### src/rtl/mvm_stream.sv
// rtl/mvm_stream.sv - streaming matrix-vector multiply with NUM_MAC MAC lanes
//
// Computes result[i] = sum_k x[k] * W[i][k] over DEPTH column beats.
// Each accepted beat carries one vector element and one matrix column.
// The datapath has two stages:
//   - the product register stage;
//   - the accumulate stage, with optional clamping.
//
// Ports:
//   clk, rst_n      clock, asynchronous active-low reset
//   clr             synchronous abort/clear, highest priority
//   start           begin an operation (honoured only in IDLE)
//   mode_signed     operand signedness, latched at start
//   vec_valid/ready vector beat handshake, vec_data = x[k]
//   mat_valid/ready matrix beat handshake, mat_data lane i = W[i][k]
//   busy            operation in progress (RUN, DRAIN, DONE)
//   done            one-cycle completion pulse (DONE state)
//   result_valid    result is final; held until next start, clr or reset
//   result          packed lane sums, lane i at [i*ACC_WIDTH +: ACC_WIDTH]
module mvm_stream #(
  parameter int DATA_WIDTH = 8,
  parameter int NUM_MAC    = 8,
  parameter int DEPTH      = 8,
  parameter int ACC_WIDTH  = 3*DATA_WIDTH,
  parameter bit SATURATE   = 1'b0
) (
  input  logic                            clk,
  input  logic                            rst_n,
  input  logic                            clr,
  input  logic                            start,
  input  logic                            mode_signed,
  input  logic                            vec_valid,
  output logic                            vec_ready,
  input  logic [DATA_WIDTH-1:0]           vec_data,
  input  logic                            mat_valid,
  output logic                            mat_ready,
  input  logic [NUM_MAC*DATA_WIDTH-1:0]   mat_data,
  output logic                            busy,
  output logic                            done,
  output logic                            result_valid,
  output logic [NUM_MAC*ACC_WIDTH-1:0]    result
);

  localparam int CNT_W  = $clog2(DEPTH+1);
  localparam int PROD_W = 2*DATA_WIDTH;
  localparam logic [CNT_W-1:0]     LAST_BEAT = CNT_W'(DEPTH-1);
  localparam logic [ACC_WIDTH-1:0] U_MAX     = '1;
  localparam logic [ACC_WIDTH-1:0] S_MAX     = {1'b0, {(ACC_WIDTH-1){1'b1}}};
  localparam logic [ACC_WIDTH-1:0] S_MIN     = {1'b1, {(ACC_WIDTH-1){1'b0}}};

  typedef enum logic [1:0] {IDLE, RUN, DRAIN, DONE} state_t;

  state_t               state;
  logic [CNT_W-1:0]     beat_cnt;
  logic                 mode_q;
  logic                 prod_vld;
  logic                 result_valid_q;
  logic [PROD_W-1:0]    prod_q [NUM_MAC];
  logic [ACC_WIDTH-1:0] acc_q  [NUM_MAC];
  logic [NUM_MAC-1:0]   sat_q;

  logic [PROD_W-1:0]    x_ext;
  logic [PROD_W-1:0]    w_ext  [NUM_MAC];
  logic [PROD_W-1:0]    prod_d [NUM_MAC];
  logic [ACC_WIDTH-1:0] p_ext  [NUM_MAC];
  logic [ACC_WIDTH:0]   sum    [NUM_MAC];
  logic [ACC_WIDTH-1:0] acc_d  [NUM_MAC];
  logic [NUM_MAC-1:0]   sat_d;
  logic                 accept;

  // clr blocks acceptance so an aborted beat never reaches the product stage
  assign accept = (state == RUN) && vec_valid && mat_valid && !clr;

  // Stage 1: operands are extended to the product width before multiplying.
  // The low PROD_W bits of that product equal the true signed (or unsigned)
  // product, so one multiplier serves both modes.
  always_comb begin
    x_ext = {{DATA_WIDTH{mode_q & vec_data[DATA_WIDTH-1]}}, vec_data};
    for (int i = 0; i < NUM_MAC; i++) begin
      w_ext[i]  = {{DATA_WIDTH{mode_q & mat_data[i*DATA_WIDTH+DATA_WIDTH-1]}},
                   mat_data[i*DATA_WIDTH +: DATA_WIDTH]};
      prod_d[i] = x_ext * w_ext[i];
    end
  end

  // Stage 2: accumulate with optional clamping. sat_q makes a clamp sticky
  // so a later product of opposite sign cannot pull the lane back.
  always_comb begin
    for (int i = 0; i < NUM_MAC; i++) begin
      if (mode_q) p_ext[i] = ACC_WIDTH'($signed(prod_q[i]));
      else        p_ext[i] = ACC_WIDTH'(prod_q[i]);
      sum[i]   = {1'b0, acc_q[i]} + {1'b0, p_ext[i]};
      acc_d[i] = acc_q[i];
      sat_d[i] = sat_q[i];
      if (prod_vld && !sat_q[i]) begin
        acc_d[i] = sum[i][ACC_WIDTH-1:0];
        if (SATURATE) begin
          if (!mode_q && sum[i][ACC_WIDTH]) begin
            acc_d[i] = U_MAX;
            sat_d[i] = 1'b1;
          end else if (mode_q && !acc_q[i][ACC_WIDTH-1] && !p_ext[i][ACC_WIDTH-1]
                       && sum[i][ACC_WIDTH-1]) begin
            acc_d[i] = S_MAX;
            sat_d[i] = 1'b1;
          end else if (mode_q && acc_q[i][ACC_WIDTH-1] && p_ext[i][ACC_WIDTH-1]
                       && !sum[i][ACC_WIDTH-1]) begin
            acc_d[i] = S_MIN;
            sat_d[i] = 1'b1;
          end
        end
      end
    end
  end

  always_ff @(posedge clk or negedge rst_n) begin
    if (!rst_n) begin
      state          <= IDLE;
      beat_cnt       <= '0;
      mode_q         <= 1'b0;
      prod_vld       <= 1'b0;
      result_valid_q <= 1'b0;
      sat_q          <= '0;
      for (int i = 0; i < NUM_MAC; i++) begin
        prod_q[i] <= '0;
        acc_q[i]  <= '0;
      end
    end else if (clr) begin
      state          <= IDLE;
      beat_cnt       <= '0;
      prod_vld       <= 1'b0;
      result_valid_q <= 1'b0;
      sat_q          <= '0;
      for (int i = 0; i < NUM_MAC; i++) begin
        prod_q[i] <= '0;
        acc_q[i]  <= '0;
      end
    end else begin
      prod_vld <= accept;
      if (accept) prod_q <= prod_d;

      // prod_vld is only ever set from RUN, so outside a start the
      // accumulators can take acc_d unconditionally
      if (state == IDLE && start) begin
        sat_q <= '0;
        for (int i = 0; i < NUM_MAC; i++) acc_q[i] <= '0;
      end else begin
        sat_q <= sat_d;
        acc_q <= acc_d;
      end

      case (state)
        IDLE: begin
          if (start) begin
            state          <= RUN;
            beat_cnt       <= '0;
            mode_q         <= mode_signed;
            result_valid_q <= 1'b0;
          end
        end
        RUN: begin
          if (accept) begin
            beat_cnt <= beat_cnt + 1'b1;
            if (beat_cnt == LAST_BEAT) state <= DRAIN;
          end
        end
        DRAIN: begin
          // last product lands in the accumulators on this edge
          state          <= DONE;
          result_valid_q <= 1'b1;
        end
        DONE: state <= IDLE;
        default: state <= IDLE;
      endcase
    end
  end

  assign vec_ready    = (state == RUN);
  assign mat_ready    = (state == RUN);
  assign busy         = (state != IDLE);
  assign done         = (state == DONE);
  assign result_valid = result_valid_q;

  for (genvar g = 0; g < NUM_MAC; g++) begin : g_pack
    assign result[g*ACC_WIDTH +: ACC_WIDTH] = acc_q[g];
  end

endmodule

### config.mk
export PLATFORM = sky130hd
export DESIGN_NAME = mvm_stream
export DESIGN_NICKNAME = d
export VERILOG_FILES = /design/src/rtl/mvm_stream.sv
export SDC_FILE = /design/constraint.sdc
export NUM_CORES = 2
export LEC_CHECK = 0
export CORE_MARGIN = 4
export CORE_UTILIZATION = 30
export DETAILED_ROUTE_END_ITERATION = 6
export DONT_BUFFER_PORTS = 1
export SLEW_MARGIN = 10
export SYNTH_ARGS = -nofsm -noshare
export SYNTH_HDL_FRONTEND = slang
export SYNTH_SLANG_ARGS = --single-unit
export TNS_END_PERCENT = 5
### constraint.sdc
create_clock -name clk -period 6.1 [get_ports clk]
set_input_delay 0 -clock clk [delete_from_list [all_inputs] [get_ports clk]]
set_output_delay 0 -clock clk [all_outputs]
set_load 0.01 [all_outputs]
# [Word-level counts from Yosys, hierarchy flattened]
# Cells that the tools add are included.
[word_totals] register_bits=337 in_bits=79 out_inout_bits=197 elab_cells=130
[classes] n_addsub=9 mul=8 n_eq_ne=7 mux=35 bitwise_logic=10 n_reduce_logical=39
[ops] op="$mux 192" count=2
[ops] op="$mux 24" count=16
[ops] op="$mux 128" count=2
[ops] op="$add 24x24->24" count=8
[ops] op="$mul 9x9->16" count=8
[ops] op="$reduce_bool 3->1" count=10
[ops] op="$mux 8" count=2
[ops] op="$logic_and 1x1->1" count=12
[ops] op="$mux 4" count=3
[ops] op="$and 1x1->1" count=9
[ops] op="$logic_not 1->1" count=9
[ops] op="$reduce_and 3->1" count=3
[ops] op="$mux 2" count=4
[ops] op="$pmux 2 s4" count=1
[ops] op="$pmux 4 s2" count=1
[ops] op="$ne 3x2->1 const B" count=2
[ops] op="$reduce_bool 2->1" count=3
[ops] op="$add 4x1->4 const B" count=1
[ops] op="$eq 2x2->1 const B" count=2
[ops] op="$eq 4x3->1 const B" count=1
[ops] op="$mux 1" count=3
[ops] op="$ne 3x3->1 const B" count=1
[ops] op="$eq 2x1->1 const B" count=1
[ops] op="$logic_not 2->1" count=1
[ops] op="3 further kinds" count=3

# [Logic depth before layout (Yosys ltp)]
[logic_depth] word_depth=7 depth_mapped=24

# [Least setup slack after synthesis]
# Ideal clock, no wire load.
[synth_path] kind="reg-to-reg" startpoint="reg mode_q" endpoint="reg prod_q[63] (netlist bit)" setup_ns=0.078 arrival_ns=5.398 path_slack_ns=0.624 stages_incl_launch_ff=24 n_path_buf=3 period_less_slack_ns=5.476 cell_sequence="dfrtp_1 > clkbuf_1 > and2_1 > clkbuf_1 > buf_1 > nand2_1 > fa_1 > inv_1 > fa_1 > fa_1 > fa_1 > inv_1 > fa_1 > inv_1 > ha_1 > inv_1 > o21bai_1 > a21o_1 > a21oi_1 > o21ai_0 > a31oi_1 > xnor2_1 > nand2_1 > a21oi_1"
[synth_between] elab_chain_len=4 word_cells_on_any_way=5
[synth_rtl] element="start, declared" line="55" source="logic mode_q;"
[synth_rtl] element="start signal, assigned" line="156" source="mode_q <= mode_signed;"
[synth_rtl] element="$and 1x1->1, on equally long branches" line="78, 80"
[synth_rtl] element="$mul 9x9->16 *" line="82" source="prod_d[i] = x_ext * w_ext[i];"
[synth_rtl] element="$mux 128 *" line="139" source="if (accept) prod_q <= prod_d;"
[synth_rtl] element="$mux 128 *" line="127" source="end else if (clr) begin"
[synth_rtl] element="end signal, assigned" line="139"
[synth_rtl] element="end, declared" line="58" source="logic [PROD_W-1:0] prod_q [NUM_MAC];"
# Every way passes the cells marked *; elsewhere a longest branch is shown, timed or not. The select of a mux whose other input is x is not followed.
# A chain may end at the register's enable or synchronous reset.

# [Worst setup path in the final report]
[layout_path] startpoint="reg mode_q" endpoint="reg prod_q[47] (netlist bit)"
# Same word-level chain as after synthesis.

==> summary.txt <==
Critical path
  – Category of the worst setup path capture point: flip-flop
  – Required time of the worst setup path: 6620 ps
  – Reg2Reg Launch Point: mode_q
  – Worst Setup Start Kind: flip-flop
  – Data arrival time of the worst path: 6310 ps
  – Crit-path slowest cell: sky130_fd_sc_hd__dlygate4sd3_1
  – Launching element of the worst setup path: mode_q
  – Maximum fanout encountered on the critical timing path: 32
  – Longest individual stage delay on the worst path: 560 ps
  – Category of the most critical setup path: reg -> reg
  – Cells along the critical path: buf_12 -> nand2_1 -> or2_2 -> fa_1 -> fa_1 -> inv_1 -> fa_1 -> fa_1 -> inv_1 -> fa_1 -> inv_1 -> ha_1 -> inv_1 -> o21bai_1 -> a21o_1 -> a21oi_1 -> o21ai_0 -> a31oi_1 -> xnor2_1 -> nand2_1 -> a21oi_1 -> dlygate4sd3_1
  – Most prevalent standard cell on the critical path: sky130_fd_sc_hd__fa_1

STA
  – Relative slew margins: 13.8%
  – Worst hold slack: -884 ps
  – Slew at the pin closest to its max-slew limit: 1290 ps
  – Pins over their slew limit: 0
  – Worst Clk Skew: 36.0 ps
  – Unrepaired setup endpoints after global routing: false
  – Setup total negative slack: 0 ps
  – Final setup violation count: 0
  – Final worst-path cycle share: 95.0%
  – Fmax achieved: 173 MHz
  – Final-report hold violation count: 329
  – Time the worst path needs with I/O delays and setup: 5790 ps

Floorplan
  – Count of pins on the block boundary: 276
  – Effective utilization at floorplan: 30.3%
  – Die Y: 381 um
  – Floorplan core area: 138000 um^2
  – Row count: 136
  – Die extent in x: 381 um
  – Area enclosed by the die boundary: 146000 um^2

Clocking
  – H-tree depth: 2
  – Clock transition at path regs: 70 ps
  – TritonCTS buffer count: 39
  – Clock tree from TritonCTS: done
  – Clock latency reported for the late side of the worst-skew pair: 600 ps
  – Maximum clock path buffer count: 3
  – Sinks on the clock net: 329
  – Master cell of the clock root buffer: sky130_fd_sc_hd__clkbuf_16
  – Hold_buf cts: 56

Power
  – Total power per unit cell area: 418 nW/um^2
  – Power consumption: 0.0191 W
  – Leakage power of the design: 23.0 nW
  – Peak ir drop on the vdd network: 0.344 mV

Yosys
  – Synthesized flop and latch total: 329
  – Area share of the largest cell type after synthesis: 24.5%
  – Most frequently used flop master after synthesis: sky130_fd_sc_hd__dfrtp_1
  – Synthesized netlist cell count: 4468
  – Count of unique library cells instantiated by Yosys: 71
  – Post-synth EDFFs: 0
  – Most frequent cells after synthesis: sky130_fd_sc_hd__inv_1, sky130_fd_sc_hd__fa_1, sky130_fd_sc_hd__ha_1
  – Synth Cell Area: 41800 um^2
  – Post-synthesis sequential area ratio: 19.7%
  – Synthesized netlist net count: 5512
  – Share of synthesized flip-flops with an asynchronous set or reset: 100%
  – Library cell with the highest instance count after synthesis: sky130_fd_sc_hd__inv_1
  – Yosys Warn Count: 0
  – Cell type with the largest total area after synthesis: sky130_fd_sc_hd__fa_1
  – Synth area leaders: sky130_fd_sc_hd__fa_1, sky130_fd_sc_hd__dfrtp_1, sky130_fd_sc_hd__ha_1
  – Syn Area/Cell: 9.37 um^2

Min path
  – Class of the tightest hold or removal check: in -> async

Routing
  – Number of violations reported at the end of detailed-routing iteration 0: 1582
  – First drt pass iteration count: 7
  – Post-DR vias/cell: 4.91
  – Post-detailed-route DRC marker count: 0
  – Total Routed Length: 119 mm
  – Vias post-DR: 31000
  – Wire length per cell: 19.0 um
  – Antenna viol nets, final: 0

Cells and area
  – Nets: 5449
  – Area growth from synthesis to layout: 9.13%
  – Layout cell share with drive strength beyond 1: 3.36%
  – Number of filler instances in the final layout: 14100
  – Area of the multi-input gates: 30700 um^2
  – Sequential cell area in the final layout: 8240 um^2

Run status
  – Outcome: complete, but fails checks
  – Violated checks: hold timing

Placed design
  – Buffers on Ports: 0
  – HPWL Detailed: 89.4 mm
  – Final Wtd Congestion: 0.866

Global route
  – Vias in the first global route: 31800
  – Remaining global-route overflow: 0
  – Antenna violations before repair: 3
  – First-pass GRT wire length: 189 mm
  – Largest net degree at the start of global routing: 330
  – Overall fraction of global-route tracks in use: 16.4%

Run
  – Max-cap check violation count: 0
==> where the power goes <==
| part | internal (W) | switching (W) |
|---|---|---|
| clock network | 0.00148 | 0.00106 |
| registers | 0.00238 | 0.000300 |
| logic | 0.00627 | 0.00762 |
| total | 0.0101 | 0.00897 |
==> final timing paths <==
check	endpoint	slack [ps]	cells after the start
worst max-delay path	prod_q[47]	310	22
worst min-delay path	prod_q[3]	-880	0
worst max register to register	prod_q[47]	310	22
worst min register to register	prod_q[35]	510	1
max in group asynchronous	result[93]	5920	0
min in group clk	prod_q[63]	50	6
==> worst max-delay path, delay by kind of cell, from the launching register on <==
| kind | cells | cell delay (ps) |
|---|---|---|
| AO/OA/AOI/OAI | 6 | 1070 |
| XOR/XNOR | 1 | 140 |
| adder cells (fa/ha/maj) | 6 | 2670 |
| buffers and inverters | 6 | 1010 |
| flip-flops | 1 | 400 |
| AND/OR/NAND/NOR | 3 | 440 |
==> final cells by class <==
type                       count  area share, %
multi-input combinational   3362           67.3
tap                         1863           5.10
sequential                   329           18.0
antenna                        2         0.0110
clock buffer                  51           2.39
clock inverter                19          0.586
timing repair buffer          83           1.72
inverter                     590           4.85
==> metrics by stage <==
step           instances  cell area, um^2  util [%]  setup WS, ps
4_1_cts             6297            45700      33.1           193
3_5_place_dp        6171            43700      31.7           443
3_3_place_gp        6171            43700      31.7           521
5_1_grt             6297            45700      33.1          3.63
6_report            6299            45700      33.1           307
2_1_floorplan       4468            41800         -           624
==> registers in the layout (all words and copies together) (netlist names) <==
register / count
result: 192
prod_q: 128
beat_cnt: 4
state: 2
mode_q: 1
prod_vld: 1
result_valid: 1
==> timing repair <==
| action | in CTS | in global routing |
|---|---|---|
| resized for setup | 0 | 1 |
| setup endpoints to repair | 0 | 1 |
| hold endpoints to repair | 406 | 329 |
| buffers inserted | 0 | 0 |
==> cell usage in the layout, fill, tap and decap left out, types with 6 or more instances in the layout <==
master                          instances
sky130_fd_sc_hd__dlygate4sd3_1         55
sky130_fd_sc_hd__nand4_1                6
sky130_fd_sc_hd__xnor2_1              218
sky130_fd_sc_hd__o21a_1                21
sky130_fd_sc_hd__nand2_1              407
sky130_fd_sc_hd__o211ai_1              11
sky130_fd_sc_hd__fa_1                 512
sky130_fd_sc_hd__nor4_1                 6
sky130_fd_sc_hd__and2_1               307
sky130_fd_sc_hd__a211o_1               15
sky130_fd_sc_hd__a21oi_1              190
sky130_fd_sc_hd__a31oi_1               35
sky130_fd_sc_hd__nand2b_1              16
sky130_fd_sc_hd__xor2_1                77
sky130_fd_sc_hd__a22o_1               126
sky130_fd_sc_hd__o21ai_0              146
sky130_fd_sc_hd__o21bai_1              49
sky130_fd_sc_hd__and4_1                10
sky130_fd_sc_hd__buf_4                 26
sky130_fd_sc_hd__o41ai_1                7
sky130_fd_sc_hd__clkinv_2               9
sky130_fd_sc_hd__nor2b_1               22
sky130_fd_sc_hd__dfrtp_1              327
sky130_fd_sc_hd__a21o_1                98
sky130_fd_sc_hd__ha_1                 453
sky130_fd_sc_hd__o22ai_1                7
sky130_fd_sc_hd__and3_1                20
sky130_fd_sc_hd__mux2i_1               88
sky130_fd_sc_hd__a211oi_1              48
sky130_fd_sc_hd__clkbuf_8               7
sky130_fd_sc_hd__nor3_1                33
sky130_fd_sc_hd__clkbuf_16             39
sky130_fd_sc_hd__nand3_1               47
sky130_fd_sc_hd__inv_1                589
sky130_fd_sc_hd__nor2_1               256
sky130_fd_sc_hd__or3_1                 16
sky130_fd_sc_hd__or2_2                 29
sky130_fd_sc_hd__o31ai_1               10
==> routing by layer <==
metal / global-route usage [%] / up-vias / share of wire [%]
met4: 4.22 / 0 / 2.6
li1: - / 14600 / -
met5: 0 / - / 0
met2: 26.2 / 594 / 45
met1: 22.8 / 15700 / 47
met3: 3.10 / 109 / 5.7
==> kinds of logic after synthesis <==
group	share of synthesized area, %
XOR/XNOR	6.17
multiplexers	2.16
AO/OA/AOI/OAI	13.2
AND/OR/NAND/NOR	13.8
adder cells (fa/ha/maj)	38.0
flip-flops	19.7
buffers and inverters	6.98
Note: power is estimated with default switching activity, not from simulation.
